**config.mk**
```make
export PLATFORM = sky130hd
export DESIGN_NAME = seq_bit_serializer
export DESIGN_NICKNAME = d
export VERILOG_FILES = /design/src/rtl/seq_ser_pkg.sv /design/src/rtl/seq_bit_serializer_gap.sv /design/src/rtl/seq_bit_serializer.sv
export SDC_FILE = /design/constraint.sdc
export NUM_CORES = 1
export LEC_CHECK = 0
export CORE_MARGIN = 3
export CORE_UTILIZATION = 31
export CTS_BUF_LIST = sky130_fd_sc_hd__clkbuf_4 sky130_fd_sc_hd__clkbuf_8
export DETAILED_ROUTE_END_ITERATION = 10
export SLEW_MARGIN = 20
export SYNTH_ARGS = -nofsm -noshare
export SYNTH_HDL_FRONTEND = slang
export SYNTH_SLANG_ARGS = --single-unit
```
**constraint.sdc**
```tcl
create_clock -name clk -period 3.25 [get_ports clk]
set_input_delay 0.65 -clock clk [delete_from_list [all_inputs] [get_ports clk]]
set_output_delay 0.65 -clock clk [all_outputs]
set_load 0.03 [all_outputs]
```
**src/rtl/seq_ser_pkg.sv**
```systemverilog
// Shared types and constants for the bit serializer.
// Holds state encoding, idle-level default and counter sizing.
package seq_ser_pkg;

  typedef enum logic [1:0] {
    ST_IDLE  = 2'b00,
    ST_SHIFT = 2'b01,
    ST_GAP   = 2'b10
  } state_t;

  localparam logic IDLE_BIT_DEF = 1'b1;

  // GAP is limited to 0..15
  localparam int GAP_CW = 4;

  function automatic int cnt_width(input int w);
    return $clog2(w + 1);
  endfunction

endpackage

```
**src/rtl/seq_bit_serializer_gap.sv**
```systemverilog
// ser_gap_timer: loadable down-counter that times the GAP state.
// Ports: clk, rst (sync, high), load, expire (last gap cycle).
module ser_gap_timer
  import seq_ser_pkg::*;
#(
  parameter int GAP = 0
) (
  input  logic clk,
  input  logic rst,
  input  logic load,
  output logic expire
);

  logic [GAP_CW-1:0] cnt;

  always_ff @(posedge clk) begin
    if (rst) begin
      cnt <= '0;
    end else if (load) begin
      cnt <= GAP_CW'(GAP);
    end else if (cnt != '0) begin
      cnt <= cnt - 1'b1;
    end
  end

  // loaded on GAP entry, so GAP,..,1 spans GAP cycles
  assign expire = (cnt == GAP_CW'(1));

endmodule

```
**src/rtl/seq_bit_serializer.sv**
```systemverilog
// Parallel-to-serial stage feeding the 000 detector, MSB first.
// Ports: clk, rst (sync, high), din/din_valid/din_ready handshake,
//   sout/sout_valid serial line, busy, word_done (last-bit pulse).
// Option: define SER_PARITY_EN to append an even-parity bit.
module seq_bit_serializer
  import seq_ser_pkg::*;
#(
  parameter int   WIDTH    = 8,
  parameter int   GAP      = 0,
  parameter logic IDLE_BIT = IDLE_BIT_DEF
) (
  input  logic             clk,
  input  logic             rst,
  input  logic [WIDTH-1:0] din,
  input  logic             din_valid,
  output logic             din_ready,
  output logic             sout,
  output logic             sout_valid,
  output logic             busy,
  output logic             word_done
);

  localparam int CW = cnt_width(WIDTH);
`ifdef SER_PARITY_EN
  localparam int LEN = WIDTH + 1;
`else
  localparam int LEN = WIDTH;
`endif

  state_t           state;
  state_t           nstate;
  logic [WIDTH-1:0] shreg;
  logic [CW-1:0]    cnt;
  logic             last;
  logic             take;
  logic             gap_load;
  logic             gap_expire;
  logic             data_bit;

  assign last = (state == ST_SHIFT) && (cnt == CW'(LEN - 1));

  // back-to-back window only exists without a gap
  assign din_ready = !rst &&
    ((state == ST_IDLE) || ((GAP == 0) && last));

  assign take = din_valid && din_ready;

`ifdef SER_PARITY_EN
  logic par;

  always_ff @(posedge clk) begin
    if (rst) begin
      par <= 1'b0;
    end else if (take) begin
      par <= ^din;
    end
  end

  // the parity slot follows bit 0
  assign data_bit = (cnt == CW'(WIDTH)) ? par : shreg[WIDTH-1];
`else
  assign data_bit = shreg[WIDTH-1];
`endif

  always_comb begin
    nstate   = state;
    gap_load = 1'b0;
    unique case (state)
      ST_IDLE: begin
        if (take) nstate = ST_SHIFT;
      end
      ST_SHIFT: begin
        if (last) begin
          if (take) begin
            nstate = ST_SHIFT;
          end else if (GAP == 0) begin
            nstate = ST_IDLE;
          end else begin
            nstate   = ST_GAP;
            gap_load = 1'b1;
          end
        end
      end
      ST_GAP: begin
        if (gap_expire) nstate = ST_IDLE;
      end
      default: nstate = ST_IDLE;
    endcase
  end

  ser_gap_timer #(
    .GAP (GAP)
  ) u_gap (
    .clk    (clk),
    .rst    (rst),
    .load   (gap_load),
    .expire (gap_expire)
  );

  always_ff @(posedge clk) begin
    if (rst) begin
      state      <= ST_IDLE;
      sout       <= IDLE_BIT;
      sout_valid <= 1'b0;
      busy       <= 1'b0;
      word_done  <= 1'b0;
    end else begin
      state     <= nstate;
      busy      <= (nstate != ST_IDLE);
      word_done <= last;
      if (state == ST_SHIFT) begin
        sout       <= data_bit;
        sout_valid <= 1'b1;
      end else begin
        sout       <= IDLE_BIT;
        sout_valid <= 1'b0;
      end
    end
  end

  always_ff @(posedge clk) begin
    if (rst) begin
      shreg <= '0;
      cnt   <= '0;
    end else if (take) begin
      shreg <= din;
      cnt   <= '0;
    end else if (last) begin
      shreg <= '0;
      cnt   <= '0;
    end else if (state == ST_SHIFT) begin
      shreg <= {shreg[WIDTH-2:0], 1'b0};
      cnt   <= cnt + 1'b1;
    end
  end

endmodule

```
# Word level (Yosys, flattened, before mapping)
# Index checks and enable logic that the tools add are counted.
classes:
  addsub: 2
  mul: 0
  div: 0
  magnitude_cmp: 0
  n_eq_ne: 4
  shifts: 0
  muxes: 9
  bitwise_logic: 1
  reduce_logical: 11
op_table:
  columns: ["cell", "n"]
  rows:
  - ["two-way mux 8 bit", 3]
  - ["two-way mux 2 bit", 3]
  - ["one-hot mux 2 bit (3 select lines)", 1]
  - ["adder 4 x 1 -> 4 bit (second input constant)", 1]
  - ["equality test 4 x 1 -> 1 bit (second input constant)", 1]
  - ["equality test 4 x 3 -> 1 bit (second input constant)", 1]
  - ["nonzero test 4 bit", 1]
  - ["subtractor 4 x 1 -> 4 bit (second input constant)", 1]
  - ["logical AND 1 bit", 3]
  - ["nonzero test 3 bit", 1]
  - ["OR reduction 3 bit", 1]
  - ["equality test 2 x 1 -> 1 bit (second input constant)", 1]
  - ["equality test 2 bit (second input constant)", 1]
  - ["zero test 2 bit", 1]
  - ["two-way mux 1 bit", 2]
  - ["nonzero test 2 bit", 1]
  - ["OR reduction 2 bit", 1]
  - ["zero test 1 bit", 1]
  - ["logical OR 1 bit", 1]
  - ["inverter 1 bit", 1]
word_totals:
  reg_bits: 22
  latchBits: 0
  ramBits: 0
  rom_bits: 0
  in_bits: 11
  out_inout_bits: 5
  word_cells: 35
  memories: 0

# Longest topological paths before layout
depth:
  depth_word: 9
  mapped_depth: 6
  mapped_depth_nobuf: 5

# Modules after synthesis
# From an unflattened synthesis, not the netlist that was laid out.
hier_totals:
  hier_cells: 110
  hier_area_um2: 1061.0
by_module_without_submodules:
  columns: ["module", "instances", "cells_each", "area_each_um2", "seq_area_each_um2"]
  rows:
  - ["seq_bit_serializer", 1, 87, 833.3, 360.3]
  - ["ser_gap_timer", 1, 23, 227.7, 80.1]

# Worst setup path before layout
# Ideal clock, no wire load.
synth_path:
  path_type: "input port to output port"
  start: "input rst"
  end: "output din_ready"
  arrival_time_ns: 1.472
  required_time_ns: 2.600
  path_slack_ns: 1.128
  stages: 3
  path_buffers: 1
  path_cell_list: "or2_1 buf_6 a21oi_1"
synth_via:
  elab_chain_cells: 2
synth_lines:
  columns: ["item", "line", "text"]
  rows:
  - ["start, declared", "seq_bit_serializer.sv:13", "input logic rst,"]
  - ["zero test 1 bit", "seq_bit_serializer.sv:43", "assign din_ready = !rst &&"]
  - ["logical AND 1 bit", "seq_bit_serializer.sv:43", null]
  - ["end, declared", "seq_bit_serializer.sv:16", "output logic din_ready,"]
# Every way passes these cells.

# Final worst setup path
# Same ends and word-level chain as after synthesis.

==> flow_summary.yaml <==
critical_path:
  worstPathMaxFanout: 2
  path_class: "input pin to output port"
  end_kind: "output port"
  slowest_stage: "clkdlybuf4s50_1"
  required_ns: 2.60
  crit_top_cell: "clkdlybuf4s50_1"
  cp_cell_sequence: "clkdlybuf4s50_1 -> or2_1 -> a21oi_1 -> clkdlybuf4s50_1"
  critPathArrivalTime_ns: 2.17
  slowest_delay_ns: 0.70
  start_kind: "input pin"
die:
  io-pin-count: 16
  die-area_sq_um: 3987
  core_area_sq_um: 3078
  fp-row-count: 20
  die_h_um: 63.14
  die_w_um: 63.14
  start_util_pct: 32.89
cts:
  cts_made_buffers: 3
  clk_latency_ns: 0.29
  root_buffer: "clkbuf_4"
  cts_tree: "done"
  htreeDepth: 1
  cts_resized: 0
  clock_sinks: 22
  clock_path_buffers: 2
  ctsHoldBuffers: 0
  post-cts-setup-buffer-count: 0
  clk_pin_slew_ns: 0.11
finish:
  final_nets: 144
  regArea_sq_um: 440.4
  area_growth_pct: 21.38
  multi_input_area_sq_um: 519.2
  nFillCells: 336
  drive_above_1_share_pct: 8.661
  n_antenna_cell: 0
run:
  drv_cap: 0
outcome:
  status: "completed"
yosys:
  syn_area_per_cell_sq_um: 9.038
  synthCells: 112
  ys_seq_area_share_pct: 43.51
  yosys_warnings: 0
  synthesis.area_sq_um: 1012
  ys_types: 32
  ys_ff_latch: 22
  syn_nets: 127
hold_path:
  hold_path.class: "flip-flop to flip-flop"
timing:
  finClkSkew_ns: 0.001629
  setup_viol: 0
  hold_violations: 0
  finalMaxSlewViolations: 0
  tns_ns: 0
  max_freq_mhz: 354.2
  worstMarginPinSlew_ns: 0.5489
  fin_crit_sh_pct: 86.88
  rsz0062_at_grt: "false"
  maxSlewHeadroom_pct: 63.35
  fin_crit_ns: 2.823
  whs_ns: 0.4621
placed_design:
  dp_hpwl_um: 1528
  gp_congestion: 0.7367
  portBuffers: 15
power_and_ir_drop:
  p_sw_share_pct: 31.60
  ir_drop_v: 0.0001236
  sequentialPowerShare_pct: 51.9
  p_int_uw: 448.5
  p_per_area_nw_per_um2: 533.7
  power.switching_uw: 207.2
  p_leak_nw: 0.4456
  clockPowerShare_pct: 18.0
  pwr-share-comb_pct: 30.1
grt:
  first_global_vias: 827
  grt_start_max_net_pins: 21
  antenna_found_initial: 0
  track_usage_pct: 10.99
  grt_pass1_wl_um: 3594
  grt.overflow.total: 0
routing:
  vias: 865
  postRouteAntennaNets: 0
  drt_iter0_drc: 12
  drt-wirelength-per-cell_um: 12.43
  wl_um: 2125
  dr.pass1.iters: 4
  drc: 0
  avgViaCountPerCell: 5.058
## cells in the final DEF, fill, tap and decap left out
cell / n
o21ba_2: 1
or2_1: 1
clkbuf_4: 3
clkdlybuf4s50_1: 15
nand3_1: 1
a2111oi_0: 7
a21oi_1: 6
nand2_1: 10
a211oi_1: 8
xnor2_1: 1
nor2b_1: 1
a211o_1: 1
xor2_1: 1
nand2b_1: 3
buf_4: 3
inv_1: 4
o21ai_0: 9
nor3_1: 2
or3b_2: 1
nor3b_1: 1
dfxtp_1: 22
ha_1: 4
o311a_1: 1
mux2i_1: 2
nand3b_1: 2
o21bai_1: 2
o221ai_1: 1
nor2_1: 9
or3_1: 2
or2_2: 1
a2111oi_2: 1
inv_2: 1
## per-layer routing
layer	part of all wire, %	global-route usage [%]	vias up
met5	0	0	-
met4	1.7	4.959	0
met3	4.6	2.317	4
met2	42	17.00	30
met1	52	14.60	392
li1	-	-	439
## Yosys cell counts
| cell type | n | share of area [%] |
|---|---|---|
| dfxtp_1 | 22 | 44 |
| nand2_1 | 10 | 3.7 |
| nor2_1 | 9 | 3.3 |
| o21ai_0 | 9 | 4.4 |
| a211oi_1 | 8 | 5.9 |
| a2111oi_0 | 7 | 6.1 |
| a21oi_1 | 6 | 3.0 |
| ha_1 | 4 | 4.9 |
| inv_1 | 4 | 1.5 |
| buf_2 | 3 | 1.5 |
| nand2b_1 | 3 | 1.9 |
| clkbuf_1 | 2 | 0.74 |
| mux2i_1 | 2 | 2.0 |
| nand3b_1 | 2 | 1.5 |
| nor3_1 | 2 | 0.99 |
| o21bai_1 | 2 | 1.5 |
| or3_1 | 2 | 1.2 |
| a2111oi_2 | 1 | 1.5 |
| a211o_1 | 1 | 0.87 |
| buf_6 | 1 | 1.1 |
| inv_2 | 1 | 0.37 |
| nand3_1 | 1 | 0.49 |
| nor2b_1 | 1 | 0.62 |
| nor3b_1 | 1 | 0.74 |
| o21ba_2 | 1 | 0.99 |
| o221ai_1 | 1 | 0.87 |
| o311a_1 | 1 | 0.99 |
| or2_1 | 1 | 0.62 |
| or2_2 | 1 | 0.62 |
| or3b_2 | 1 | 0.87 |
| xnor2_1 | 1 | 0.87 |
| xor2_1 | 1 | 0.87 |
## worst paths after layout
path / slack, ns / cells after the start / start / to
worst max-delay path: 0.43 / 4 / rst / din_ready
worst min-delay path: 0.46 / 1 / shreg[7]$_SDFFE_PP0P_ / sout$_SDFF_PP1_
worst max register to register: 1.64 / 3 / state[0]$_SDFF_PP0_ / cnt[3]$_SDFFE_PP0P_
worst min register to register: 0.46 / 1 / shreg[7]$_SDFFE_PP0P_ / sout$_SDFF_PP1_
## power groups by stage
stage | registers, mW | clock network (mW) | logic, mW
finish | 0.341 | 0.118 | 0.197
global route | 0.347 | 0.138 | 0.220
CTS | 0.341 | 0.123 | 0.200
detailed placement | 0.348 | 0 | 0.199
global placement | 0.345 | 0 | 0.188
floorplan | 0.341 | 0 | 0.147
## layout make-up
| type | instances | share of cell area (%) |
|---|---|---|
| Multi-Input combinational cell | 79 | 42.26 |
| Sequential cell | 22 | 35.85 |
| Timing Repair Buffer | 18 | 14.05 |
| Tap cell | 44 | 4.481 |
| Clock buffer | 3 | 1.833 |
| Inverter | 5 | 1.527 |
## flip-flops by register name (all words and copies together) (netlist names)
| signal | count |
|---|---|
| busy | 1 |
| state | 2 |
| shreg | 8 |
| sout_valid | 1 |
| sout | 1 |
| u_gap.cnt | 4 |
| cnt | 4 |
| word_done | 1 |
## metrics by stage
stage	std cells	setup WS [ns]	power (mW)	area (sq um)	utilization, %
CTS	171	0.4224	0.6644	1229	39.92
floorplan	112	1.128	0.4884	1012	-
detailed placement	168	0.4462	0.5467	1206	39.19
global route	171	0.3794	0.7050	1229	39.92
finish	171	0.4265	0.6557	1229	39.92
global placement	168	0.4155	0.5328	1206	39.19
## critical path, delay by kind of cell
family / cells / cell delay [ns]
AND/OR/NAND/NOR: 1 / 0.24
AO/OA/AOI/OAI: 1 / 0.16
buffers and inverters: 2 / 1.13
## cells by family after synthesis
group                      count (synthesis)  synth area share (%)
AOI/OAI and AO/OA                         37                 26.08
xor gates and xnor gates                   2                 1.731
adders and majority gates                  4                 4.945
buffers and inverters                     11                 5.191
DFF                                       22                 43.51
muxes                                      2                 1.978
and+or+nand+nor                           34                 16.56
Note: power is estimated with default switching activity, not from simulation.
